**config.mk**
```make
export PLATFORM = sky130hd
export DESIGN_NAME = ram8_arbiter
export DESIGN_NICKNAME = d
export VERILOG_FILES = /design/src/rtl/ram8_pkg.sv /design/src/rtl/ram8_arbiter_rr_arb2.sv /design/src/rtl/ram8_arbiter.sv
export SDC_FILE = /design/constraint.sdc
export NUM_CORES = 1
export LEC_CHECK = 0
export CAP_MARGIN = 25
export CORE_AREA = 8 8 90 92
export DETAILED_ROUTE_END_ITERATION = 8
export DIE_AREA = 0 0 98 100
export GPL_ROUTABILITY_DRIVEN = 0
export GPL_TIMING_DRIVEN = 0
export PLACE_DENSITY = 0.79
export SLEW_MARGIN = 20
export SYNTH_ARGS = -nofsm -noshare
export SYNTH_HDL_FRONTEND = slang
export SYNTH_SLANG_ARGS = --single-unit
```
**constraint.sdc**
```tcl
create_clock -name clk -period 2.4 [get_ports clk]
set_input_delay 0.48 -clock clk [delete_from_list [all_inputs] [get_ports clk]]
set_output_delay 0.48 -clock clk [all_outputs]
set_load 0.02 [all_outputs]
```
**src/rtl/ram8_pkg.sv**
```systemverilog
// Shared types and constants for the RAM8 arbiter slice.
// Requester ids double as the round-robin "last grant" encoding.
package ram8_pkg;

  localparam int RAM8_DEPTH  = 8;
  localparam int RAM8_ADDR_W = 3;
  localparam int RAM8_DATA_W = 16;

  localparam logic REQ_A = 1'b0;
  localparam logic REQ_B = 1'b1;

  typedef enum logic [1:0] {
    ST_INIT,
    ST_IDLE,
    ST_ACCESS,
    ST_DONE
  } state_t;

endpackage

```
**src/rtl/ram8_arbiter_rr_arb2.sv**
```systemverilog
// Combinational two-input round-robin picker: a lone requester wins, a tie goes to
// whoever was not granted last. Zero latency; no backpressure of its own.
module rr_arb2
  import ram8_pkg::*;
(
  input  logic [1:0] req_i,
  input  logic       last_i,
  output logic       grant_o
);

  always_comb begin
    grant_o = REQ_A;
    case (req_i)
      2'b01:   grant_o = REQ_A;
      2'b10:   grant_o = REQ_B;
      2'b11:   grant_o = ~last_i;
      default: grant_o = REQ_A;
    endcase
  end

endmodule

```
**src/rtl/ram8_arbiter.sv**
```systemverilog
// Clears RAM8 after reset, then serves one A/B access at a time (ack 2 cycles after
// the sampling edge, 3-cycle minimum period); requesters hold req+command until ack.
module ram8_arbiter
  import ram8_pkg::*;
#(
  parameter int                    DATA_WIDTH = RAM8_DATA_W,
  parameter int                    ADDR_WIDTH = RAM8_ADDR_W,
  parameter logic [DATA_WIDTH-1:0] INIT_VALUE = '0
) (
  input  logic                  clk,
  input  logic                  reset,
  input  logic                  a_req,
  input  logic                  a_we,
  input  logic [ADDR_WIDTH-1:0] a_addr,
  input  logic [DATA_WIDTH-1:0] a_wdata,
  output logic                  a_ack,
  output logic [DATA_WIDTH-1:0] a_rdata,
  input  logic                  b_req,
  input  logic                  b_we,
  input  logic [ADDR_WIDTH-1:0] b_addr,
  input  logic [DATA_WIDTH-1:0] b_wdata,
  output logic                  b_ack,
  output logic [DATA_WIDTH-1:0] b_rdata,
  output logic                  busy,
  output logic [ADDR_WIDTH-1:0] ram_address,
  output logic [DATA_WIDTH-1:0] ram_in,
  output logic                  ram_load,
  input  logic [DATA_WIDTH-1:0] ram_out
);

  state_t                state_q, state_d;
  logic [ADDR_WIDTH-1:0] clr_addr_q;
  logic                  last_q;
  logic                  owner_q;
  logic                  cmd_we_q;
  logic [ADDR_WIDTH-1:0] cmd_addr_q;
  logic [DATA_WIDTH-1:0] cmd_wdata_q;
  logic                  a_ack_q, b_ack_q;
  logic [DATA_WIDTH-1:0] a_rdata_q, b_rdata_q;
  logic                  grant;
  logic                  any_req;

  assign any_req = a_req | b_req;

  rr_arb2 u_arb (
    .req_i   ({b_req, a_req}),
    .last_i  (last_q),
    .grant_o (grant)
  );

  always_ff @(posedge clk or posedge reset) begin
    if (reset) state_q <= ST_INIT;
    else       state_q <= state_d;
  end

  always_comb begin
    state_d = state_q;
    case (state_q)
      ST_INIT:   if (clr_addr_q == '1) state_d = ST_IDLE;
      ST_IDLE:   if (any_req) state_d = ST_ACCESS;
      ST_ACCESS: state_d = ST_DONE;
      ST_DONE:   state_d = ST_IDLE;
      default:   state_d = ST_INIT;
    endcase
  end

  always_comb begin
    busy        = 1'b0;
    ram_load    = 1'b0;
    ram_address = cmd_addr_q;
    ram_in      = cmd_wdata_q;
    case (state_q)
      ST_INIT: begin
        busy        = 1'b1;
        ram_load    = 1'b1;
        ram_address = clr_addr_q;
        ram_in      = INIT_VALUE;
      end
      ST_ACCESS: ram_load = cmd_we_q;
      default: ;
    endcase
  end

  // Command is latched at grant so requesters' later input changes cannot corrupt the access.
  always_ff @(posedge clk or posedge reset) begin
    if (reset) begin
      clr_addr_q  <= '0;
      last_q      <= REQ_B;
      owner_q     <= REQ_A;
      cmd_we_q    <= 1'b0;
      cmd_addr_q  <= '0;
      cmd_wdata_q <= '0;
      a_ack_q     <= 1'b0;
      b_ack_q     <= 1'b0;
      a_rdata_q   <= '0;
      b_rdata_q   <= '0;
    end else begin
      a_ack_q <= 1'b0;
      b_ack_q <= 1'b0;
      case (state_q)
        ST_INIT: clr_addr_q <= clr_addr_q + 1'b1;
        ST_IDLE: begin
          if (any_req) begin
            owner_q     <= grant;
            last_q      <= grant;
            cmd_we_q    <= (grant == REQ_B) ? b_we    : a_we;
            cmd_addr_q  <= (grant == REQ_B) ? b_addr  : a_addr;
            cmd_wdata_q <= (grant == REQ_B) ? b_wdata : a_wdata;
          end
        end
        ST_ACCESS: begin
          if (owner_q == REQ_A) a_ack_q <= 1'b1;
          else                  b_ack_q <= 1'b1;
          if (!cmd_we_q) begin
            if (owner_q == REQ_A) a_rdata_q <= ram_out;
            else                  b_rdata_q <= ram_out;
          end
        end
        default: ;
      endcase
    end
  end

  assign a_ack   = a_ack_q;
  assign b_ack   = b_ack_q;
  assign a_rdata = a_rdata_q;
  assign b_rdata = b_rdata_q;

endmodule

```
==> results.toml, run 1 <==
[outcome]
status = "complete, no violations"

[power_and_ir_drop]
leakagePower_nw = 1.919
p_per_area_nw_per_um2 = 1414
power_mw = 6.075
vdd_drop_max_uv = 632.5

[grt]
grt_pass1_wl_mm = 12.27
antenna_found_initial = 0
grt_max_degree = 34
grt_pass1_vias = 2381
grt_util_all_layers_pct = 15.74
grt_overflow = 0

[setup_path]
setup.worst_path.start_class = "flip-flop"
r2r_cells = 7
cp.arrival_ps = 1800
r2r-end = "a_rdata[9]"
r2r_start = "state_q[0]"
cp_max_fo = 7
worst_ep_required_time_ps = 1920
criticalPathCategory = "reg -> out"
endpoint_kind = "output pin"
ff2ff_setup_slack_ps = 660

[synthesis]
syn_nets = 301
synth_area_leaders = "dfrtp_1 54%, mux2_4 11%, a21oi_1 7.5%"
synthArstFlopShare_pct = 100.0
synth.avg_cell_area_sq_um = 11.93
syn_inst = 235
yosysTopAreaCell = "dfrtp_1"
synth_edf_count = 0
yosys_warnings = 0
synth_flop_cell = "dfrtp_1"
synth_seq_cells = 61
yosysSeqAreaShare_pct = 54.51
post-synth-top-area-fraction_pct = 53.57
yosys.cell_types.count = 27
syn_area_sq_um = 2803

[sta]
fin_worst_skew_ps = 5.436
fin_crit_sh_pct = 95.00
max_freq_ghz = 0.4386
finalHoldViolations = 0
setup_viol = 0
finalMaxSlewViolations = 0
tns_ps = 0
worstMarginPinSlew_ps = 472.6
finalCriticalPeriod_ps = 2280
rsz0062_at_grt = "no"
whs_ps = 475.8
max_slew_margin_pct = 68.49

[layout]
final_nets = 427
area_delta_synth_final_pct = 53.26
stdcell_area_sq_um = 4295
layout-drive-gt1-share_pct = 19.40
diodes = 0
stdcell_count = 446

[die]
io_pins = 115
num_rows = 30
start_util_pct = 42.18
core-area_sq_um = 6644
die_w_um = 98
die_h_um = 100
die_area_sq_um = 9800

[clocking]
hold_buffers = 0
insertion_delay_ps = 330
path_clk_slew_ps = 70
clk_path_buf_depth = 2
h-tree-depth = 3
cts_root_buffer = "clkbuf_8"
cts_sinks = 61
cts_buffers = 9
post_cts_buffers = 0
cts_tree = "yes"

[placement]
dp_hpwl_mm = 5.499
post_dp_cell_area_sq_um = 4066
dp_cells = 430
portBuffers = 114

[drt]
post_drt_wl_per_cell_um = 16.21
drcViolationCount = 0
drtAntennaViolNets = 0
num_vias = 2166
wl_mm = 7.228
routed_via_density = 4.857
first_iter_violations = 33
drtPass1Iterations = 4

[hold_path]
hold_class = "in -> async"

[job]
drv_cap = 0
per-layer routing:
layer | track usage, % | up-vias | routed length [um]
met2 | 23.87 | 97 | 3274
met5 | 0 | - | 0
li1 | - | 1047 | -
met1 | 18.89 | 1016 | 3105
met3 | 7.682 | 6 | 784
met4 | 5.755 | 0 | 63
critical path, stage by stage (launching register included):
cell,delay (ps)
dfrtp_1,410
inv_1,110
ha_2,270
mux2_2,360
dlygate4sd2_1,320
synth_stat cells, types with 2 or more instances:
master	number
dfrtp_1	60
a21oi_1	42
nor2_1	21
mux2_4	20
nand2_1	20
mux2_2	18
nor2b_1	17
clkbuf_1	6
ha_1	6
buf_2	4
inv_1	3
buf_12	2
buf_6	2
worst max-delay path by stage:
stage / start / endpoint / slack [ps] / depth (start not counted)
after floorplan: reset / a_ack / 410 / 1
after global placement: reset / a_rdata[13] / -660 / 2
after detailed placement: state_q[0] / ram_load / 70 / 5
after CTS: state_q[1] / ram_address[2] / 90 / 4
after global routing: state_q[0] / ram_load / 10 / 5
final: state_q[1] / ram_address[2] / 120 / 4
registers in the layout, indices dropped and copies added, names as in the netlist:
name,flops
cmd_addr_q,3
b_ack,1
state_q,2
clr_addr_q,3
last_q,1
a_ack,1
cmd_wdata_q,16
a_rdata,16
b_rdata,16
cmd_we_q,1
owner_q,1
cell usage in the layout, fill, tap and decap left out, types with 3 or more instances in the layout:
cell type and n:
nand2_1 20, a21oi_1 42, clkbuf_8 9, mux2_2 18, mux2_4 20, nor2_1 21
clkbuf_1 6, buf_12 3, dfrtp_1 60, ha_1 5, nor2b_1 17, clkdlybuf4s50_1 94
dlygate4sd2_1 20, bufinv_16 3
what timing repair did:
item                                    in CTS  in global routing
endpoints found under the setup margin      20                  0
hold endpoints to repair                     0                  0
resized for setup                           23                  0
final cells by class:
cell class	count	area, sq um
clock buffer	9	123.9
buffer	14	110.1
sequential	61	1528
inverter	3	13.76
timing repair buffer	115	1136
clock inverter	7	122.6
multi-input combinational	157	1161
fill	544	2349
tap	80	100.1
kinds of logic (layout without fill, tap and decap cells):
logic type | count (synthesis) | after routing | synth area share [%]
adders and majority gates | 6 | 6 | 2.679
muxes | 39 | 39 | 18.30
xor gates and xnor gates | 1 | 1 | 0.3126
buffers and inverters | 17 | 148 | 4.152
AOI/OAI and AO/OA | 49 | 49 | 9.420
and+or+nand+nor | 62 | 62 | 10.63
DFF | 61 | 61 | 54.51
report_power, final:
part           internal (mW)  switching (mW)  total [mW]
Clock                  0.695           0.430        1.13
Combinational           1.57            1.54        3.11
Sequential              1.55           0.281        1.84
Total                   3.82            2.26        6.08
stage by stage:
stage	setup slack [ps]	util [%]
final	119.9	64.65
after global placement	-661.4	60.87
after floorplan	408.6	-
after global routing	9.562	64.65
after detailed placement	71.81	61.21
after CTS	88.62	64.65
No activity file was read; power rests on OpenSTA's default activity.
==> run 2, diff against run 1 <==
Settings changed: CAP_MARGIN 25 to 20, CORE_AREA 8 8 90 92 to 4 4 86 88, DIE_AREA 0 0 98 100 to 0 0 90 92.
==> results.toml, run 2 (same netlist as run 1, synthesis figures left out) <==
[drt]
wl_mm = 6.961
drtPass1Iterations = 4
routed_via_density = 4.935
drtAntennaViolNets = 0
drcViolationCount = 0
first_iter_violations = 25
num_vias = 2196
post_drt_wl_per_cell_um = 15.64

[hold_path]
hold_class = "reg -> reg"

[layout]
fillCellCount = 549
layout-drive-gt1-share_pct = 18.90
area_delta_synth_final_pct = 51.25
final_cell_mix = "94 x clkdlybuf4s50_1, 60 x dfrtp_1, 42 x a21oi_1, 21 x nor2_1"
stdcell_count = 445
diodes = 0
layout_commonest_cell = "clkdlybuf4s50_1"
final_nets = 427

[die]
num_rows = 30
die_area_sq_um = 8280
die_w_um = 90
die_h_um = 92
core-area_sq_um = 6644
start_util_pct = 42.18
io_pins = 115

[grt]
grt_util_all_layers_pct = 16.69
grt_overflow = 0
antenna_found_initial = 0
grt_pass1_wl_mm = 11.02
grt_max_degree = 33
grt_pass1_vias = 2315

[clocking]
clk_path_buf_depth = 2
insertion_delay_ps = 330
cts_sinks = 61
cts_buffers = 9
path_clk_slew_ps = 70
post_cts_buffers = 0
cts_root_buffer = "clkbuf_8"
cts_tree = "yes"
h-tree-depth = 3

[job]
drv_cap = 0

[sta]
max_freq_ghz = 0.4400
worstMarginPinSlew_ps = 484.3
finalCriticalPeriod_ps = 2273
max_slew_margin_pct = 67.71
finalMaxSlewViolations = 0
setup_viol = 0
fin_crit_sh_pct = 94.70
rsz0062_at_grt = "no"
tns_ps = 0
whs_ps = 483.0
fin_worst_skew_ps = 11.63
finalHoldViolations = 0
setup_slack_ps = 127.1

[placement]
portBuffers = 114
dp_hpwl_mm = 5.144
dp_cells = 430
dpl_worst_slack_ps = 67.59

[setup_path]
worst_ep_required_time_ps = 1920
cp_max_fo = 7
setup.worst_path.start_class = "flip-flop"
criticalPathCategory = "reg -> out"
endpoint_kind = "output pin"
cp.arrival_ps = 1790

[power_and_ir_drop]
leakagePower_nw = 1.903
p_per_area_nw_per_um2 = 1376
vdd_drop_max_uv = 693.2

[outcome]
status = "complete, no violations"
## run 2: cell count changes in the layout (fill, tap and decap cells not counted)
cell | previous run | this run
inv_6 | 1 | 0
clkinvlp_4 | 2 | 0
clkinv_2 | 0 | 2
clkbuf_8 | 9 | 10
clkbuf_1 | 6 | 7
bufinv_16 | 3 | 1
## run 2: through the flow
step | instance area (sq um) | utilization (%) | power [mW]
2_1_floorplan | 2803 | - | 3.698
6_report | 4239 | 63.80 | 5.835
3_3_place_gp | 4044 | 60.87 | 5.067
3_5_place_dp | 4066 | 61.21 | 5.135
5_1_grt | 4239 | 63.80 | 6.197
4_1_cts | 4239 | 63.80 | 5.908
## run 2: final timing paths
check | cells after the start | to | from | slack (ps)
hold reg to reg | 1 | a_ack | owner_q | 480
max in group asynchronous | 3 | last_q | reset | 1340
min in group asynchronous | 2 | b_rdata[0] | reset | 490
setup reg to reg | 7 | a_rdata[7] | state_q[0] | 660
setup / recovery | 4 | ram_address[2] | state_q[0] | 130
hold / removal | 1 | a_ack | owner_q | 480
## run 2: where the power goes
group	total [mW]	switching [mW]	internal, mW
clock network	0.884	0.384	0.501
logic	3.11	1.54	1.57
registers	1.84	0.285	1.56
## run 2: what timing repair did
action / 4_1_cts / 5_1_grt
resized for setup: 23 / 0
hold buffers: 0 / 0
setup endpoints to repair: 20 / 0
## run 2: layout make-up
type,instances,area (sq um),share of cell area (%)
Inverter,3,13.76,0.3247
Timing Repair Buffer,115,1136,26.80
Sequential cell,61,1528,36.04
Clock inverter,4,48.80,1.151
Buffer,14,110.1,2.597
Clock buffer,11,141.4,3.335
Multi-Input combinational cell,157,1161,27.39
Tap cell,80,100.1,2.361
## run 2: worst max-delay path: stages (launching register included)
cell and delay, ps:
dfrtp_1 400, inv_1 110, ha_2 270, mux2_2 350
dlygate4sd2_1 330
## run 2: metal layers
metal | track usage [%] | vias to the layer above | wire [um] | share of wire, %
met3 | 6.563 | 9 | 649 | 9.3
met1 | 19.03 | 1049 | 2955 | 42
met4 | 7.015 | 0 | 122 | 1.8
met5 | 0 | - | 0 | 0
li1 | - | 1038 | - | -
met2 | 27.94 | 100 | 3233 | 46
==> run 3, diff against run 2 <==
Settings changed: CTS_CLUSTER_SIZE set to 24, SKIP_LAST_GASP set to 1.
==> results.toml, run 3 (same netlist as run 1, synthesis figures left out) <==
[drt]
drcViolationCount = 0
drtAntennaViolNets = 0
routed_via_density = 4.939
post_drt_wl_per_cell_um = 15.69
wl_mm = 6.980
num_vias = 2198
drtPass1Iterations = 4
first_iter_violations = 27

[grt]
grt_pass1_wl_mm = 11.02
grt_max_degree = 33
antenna_found_initial = 0
grt_util_all_layers_pct = 16.69
grt_pass1_vias = 2315
grt_overflow = 0

[layout]
final_cell_mix = "94 x clkdlybuf4s50_1, 60 x dfrtp_1, 42 x a21oi_1, 21 x nor2_1"
layout_commonest_cell = "clkdlybuf4s50_1"
diodes = 0
stdcell_area_sq_um = 4250
finalCoreUtilization_pct = 63.97
final_nets = 427
layout-drive-gt1-share_pct = 18.90
fillCellCount = 545
area_delta_synth_final_pct = 51.65

[clocking]
insertion_delay_ps = 320
cts_root_buffer = "clkbuf_8"
path_clk_slew_ps = 70
cts_buffers = 9
h-tree-depth = 3
cts_sinks = 61
clk_path_buf_depth = 2
post_cts_buffers = 0
cts_tree = "yes"

[sta]
fin_worst_skew_ps = 11.44
finalHoldViolations = 0
whs_ps = 481.8
worstMarginPinSlew_ps = 492.9
finalMaxSlewViolations = 0
setup_viol = 0
fin_crit_sh_pct = 94.50
rsz0062_at_grt = "no"
max_freq_ghz = 0.4409
max_slew_margin_pct = 67.14
setup_slack_ps = 132.0
finalCriticalPeriod_ps = 2268

[setup_path]
r2r_cells = 7
crit_family = "buffers and inverters"
cpMaxStageDelayCell = "dfrtp_1"
cp.arrival_ps = 1790
r2r-end = "a_rdata[7]"
worst-path-buf-inv = 2
crit_chain = "inv_1 -> ha_2 -> mux2_2 -> dlygate4sd2_1"
ff2ff_setup_slack_ps = 660
worst_ep_required_time_ps = 1920
setup.worst_path.start_class = "flip-flop"
criticalPathCategory = "reg -> out"
cp_max_fo = 7
r2r_start = "state_q[0]"
endpoint_kind = "output pin"
cpPeakStageDelay_ps = 400

[outcome]
status = "complete, no violations"

[power_and_ir_drop]
vdd_drop_max_uv = 690.5
power_mw = 5.856
p_per_area_nw_per_um2 = 1378
leakagePower_nw = 1.926

[placement]
dp_hpwl_mm = 5.144
post_dp_cell_area_sq_um = 4066
portBuffers = 114
dpl_worst_slack_ps = 67.59

[die]
num_rows = 30
core-area_sq_um = 6644
io_pins = 115
die_w_um = 90
die_area_sq_um = 8280
start_util_pct = 42.18
die_h_um = 92

[hold_path]
worstHoldPathCells = 1
whs_endpoint = "a_ack"
hold_class = "reg -> reg"
hp-start = "owner_q"

[job]
drv_cap = 0
==> run 3: cell types whose count changed in the layout (fill, tap and decap cells not counted), sizes merged <==
cell,previous run,this run
dlymetal6s2s,0,3
dlygate4sd2,20,17
==> run 3: layout make-up <==
class	count	area, sq um	share of cell area, %
multi-input combinational	157	1161	27.32
tap	80	100.1	2.355
timing repair buffer	115	1147	26.99
clock inverter	4	48.80	1.148
sequential	61	1528	35.94
clock buffer	11	141.4	3.326
buffer	14	110.1	2.591
inverter	3	13.76	0.3238
==> run 3: worst max path at each step <==
stage               start         endpoint  depth (start not counted)
2_1_floorplan       reset            a_ack                          1
3_3_place_gp        reset  cmd_wdata_q[14]                          2
3_5_place_dp   state_q[0]         ram_load                          5
4_1_cts        state_q[0]       ram_in[15]                          5
5_1_grt        state_q[0]   ram_address[2]                          4
6_report       state_q[0]   ram_address[2]                          4
==> run 3: layer usage <==
layer | track usage (%) | routed length (um) | vias to the layer above
met5 | 0 | 0 | -
met4 | 7.015 | 108 | 0
met3 | 6.563 | 643 | 10
met2 | 27.94 | 3254 | 101
met1 | 19.03 | 2973 | 1048
li1 | - | - | 1039
==> run 3: repair_timing <==
action | in CTS | in global routing
resized for setup | 20 | 3
hold buffers | 0 | 0
endpoints found under the setup margin | 20 | 3
==> run 3: through the flow <==
| step | instances | TNS [ps] |
|---|---|---|
| after floorplan | 235 | 0 |
| after global placement | 429 | -42350 |
| after detailed placement | 430 | 0 |
| after CTS | 445 | -223.0 |
| after global routing | 445 | 0 |
| final | 445 | 0 |
==> run 3: report_power, final <==
part	total, mW	switching [mW]	internal (mW)	leakage, nW
registers	1.84	0.287	1.56	0.712
logic	3.13	1.54	1.59	1.11
clock network	0.886	0.385	0.501	0.0992
total	5.86	2.21	3.64	1.93
==> RTL change, RTL diff (config.mk and constraints of run 3) <==
`RAM8_DATA_W`: 16 -> 14.
--- a/src/rtl/ram8_pkg.sv
+++ b/src/rtl/ram8_pkg.sv
@@ -5,5 +5,5 @@
   localparam int RAM8_DEPTH  = 8;
   localparam int RAM8_ADDR_W = 3;
-  localparam int RAM8_DATA_W = 16;
+  localparam int RAM8_DATA_W = 14;
 
   localparam logic REQ_A = 1'b0;
Interface: changed (6 resized); port bits go from 115 to 103. No check against the original RTL was run, so the function may have changed too.
==> RTL change against run 3 <==
Total power shrank 14%. Critical endpoint is now ram_in[3]. Design area shrank 11%. Synthesized cell count decreased by 9.4%. Cell count down 9.7%. Register-to-register slack better by 0.03 ns. Core utilization down 7.1 points. Clock power down 39%. Area after synthesis fell by 9.0%. Critical path depth grew 1. Combinational power is 8.9% lower. Sequential cell count down 6. Setup slack got worse by 0.033 ns. Wire length shrank 12%. Sequential share of layout area up 0.53 points.
==> RTL change: results (changes against run 3) <==
outcome:
  outcome: "completed"
worst_setup_path:
  critical_path_arrival_ns: 1.82  # +0.03 ns
  critPathSlowestCell: "clkdlybuf4s50_1"
  worstPathMaxFanout: 10  # +3
cts:
  numCtsBuffers: 5  # -4
  cts_resized: 19  # -5.0%
  cts_num_sinks: 55  # -9.8%
  path_clk_slew_ns: 0.10  # +0.03 ns
detailed_routing:
  route.met3.wl_um: 444  # -31%
  wl_met2_um: 2909  # -11%
  routedWlPerCell_um: 15.31  # -2.4%
  drt-vias-per-instance: 4.843  # -1.9%
  drtIter0Drc: 38  # +41%
  wl_met1_um: 2732  # -8.1%
final_layout:
  regArea_um2: 1378  # -9.8%
  num-fill-cells: 567  # +4.0%
  drive_above_1_share: 0.2050  # +0.01593
  utilization: 0.5686  # -0.07119
  clk_share: 0.02584  # -0.01891
  buf_share: 0.2968  # +0.0009374
  multi_input_area_um2: 1067  # -8.1%
  nNonClkBuffers: 113  # -12%
  nNetsFinal: 381  # -11%
synthesis:
  muxShareOfSynthArea: 0.1688  # -0.01424
  synth_fp_nets: 273  # -9.3%
  synth.area.top_cells: "dfrtp_1, mux2_2, a21oi_1, mux2_4, nor2b_1"
  synth_common_cells: "dfrtp_1, a21oi_1, mux2_2"
  synth-compound-area-share: 0.1011  # +0.006883
  yosysSeqAreaShare: 0.5402  # -0.004854
  synthAdderAreaFrac: 0.02944  # +0.002655
placed_design:
  hpwl_um: 4466  # -13%
  placed_area_um2: 3664  # -9.9%
grt:
  grt_pass1_vias: 2029  # -12%
  grt_max_degree: 56  # +70%
  use_met2: 0.2495  # -0.02987
  grt.met3_usage: 0.05004  # -0.01559
  grt_use_met1: 0.1892  # -0.001125
  grt.total_usage: 0.1517  # -0.01517
power_and_ir_drop:
  leakagePower_uw: 0.001685  # -13%
  ir_drop_mv: 0.5234  # -24%
sta:
  finalClockSkew_ns: 0.01438  # +0.002934 ns
worst_hold_path:
  min_path_type: "in2reg"
-- RTL change: changes by cell type after synthesis, moves of 2 or more --
cell      before  now
mux2_2        18   24
buf_4          0    3
clkbuf_1       6    0
buf_6          2    4
nand2_1       20   18
nor2b_1       17   15
nor2_1        21   19
a21oi_1       42   38
dfrtp_1       60   54
mux2_4        20   10
-- RTL change: stage by stage --
step                setup TNS [ns]  hold WS [ns]  instances  worst slack (ns)
detailed placement        -0.09165        0.4932        394          -0.08218
finish                           0        0.4290        402           0.09932
floorplan                        0        0.4611        213            0.4804
CTS                              0        0.4163        402          0.004130
global placement            -23.82        0.4763        394           -0.4423
global route                     0        0.4326        402          0.004238
-- RTL change: worst paths after layout --
check / start / slack (ns) / end / depth (start not counted)
setup reg to reg: state_q[0]$_DFFE_PP0P_ / 0.69 / a_rdata[2]$_DFFE_PP0P_ / 7
hold / removal: a_req / 0.43 / last_q$_DFFE_PP1P_ / 2
min in group asynchronous: reset / 0.61 / b_rdata[1]$_DFFE_PP0P_ / 2
setup / recovery: state_q[0]$_DFFE_PP0P_ / 0.1 / ram_in[3] / 5
max in group asynchronous: reset / 1.32 / cmd_wdata_q[3]$_DFFE_PP0P_ / 2
hold reg to reg: b_rdata[1]$_DFFE_PP0P_ / 0.51 / b_rdata[1]$_DFFE_PP0P_ / 1
-- RTL change: power groups by stage --
stage               Sequential [uW]  Clock (uW)  Combinational [uW]
floorplan                      1950           0                1400
global placement               1650           0                2900
detailed placement             1680           0                2960
CTS                            1660         565                2900
global route                   1720         608                3070
finish                         1660         543                2850
-- RTL change: cells by family after synthesis --
family / after synthesis
AO/OA/AOI/OAI: 45
multiplexers: 35
flip-flops: 55
adder cells (fa/ha/maj): 6
buffers and inverters: 15
XOR/XNOR: 1
AND/OR/NAND/NOR: 56
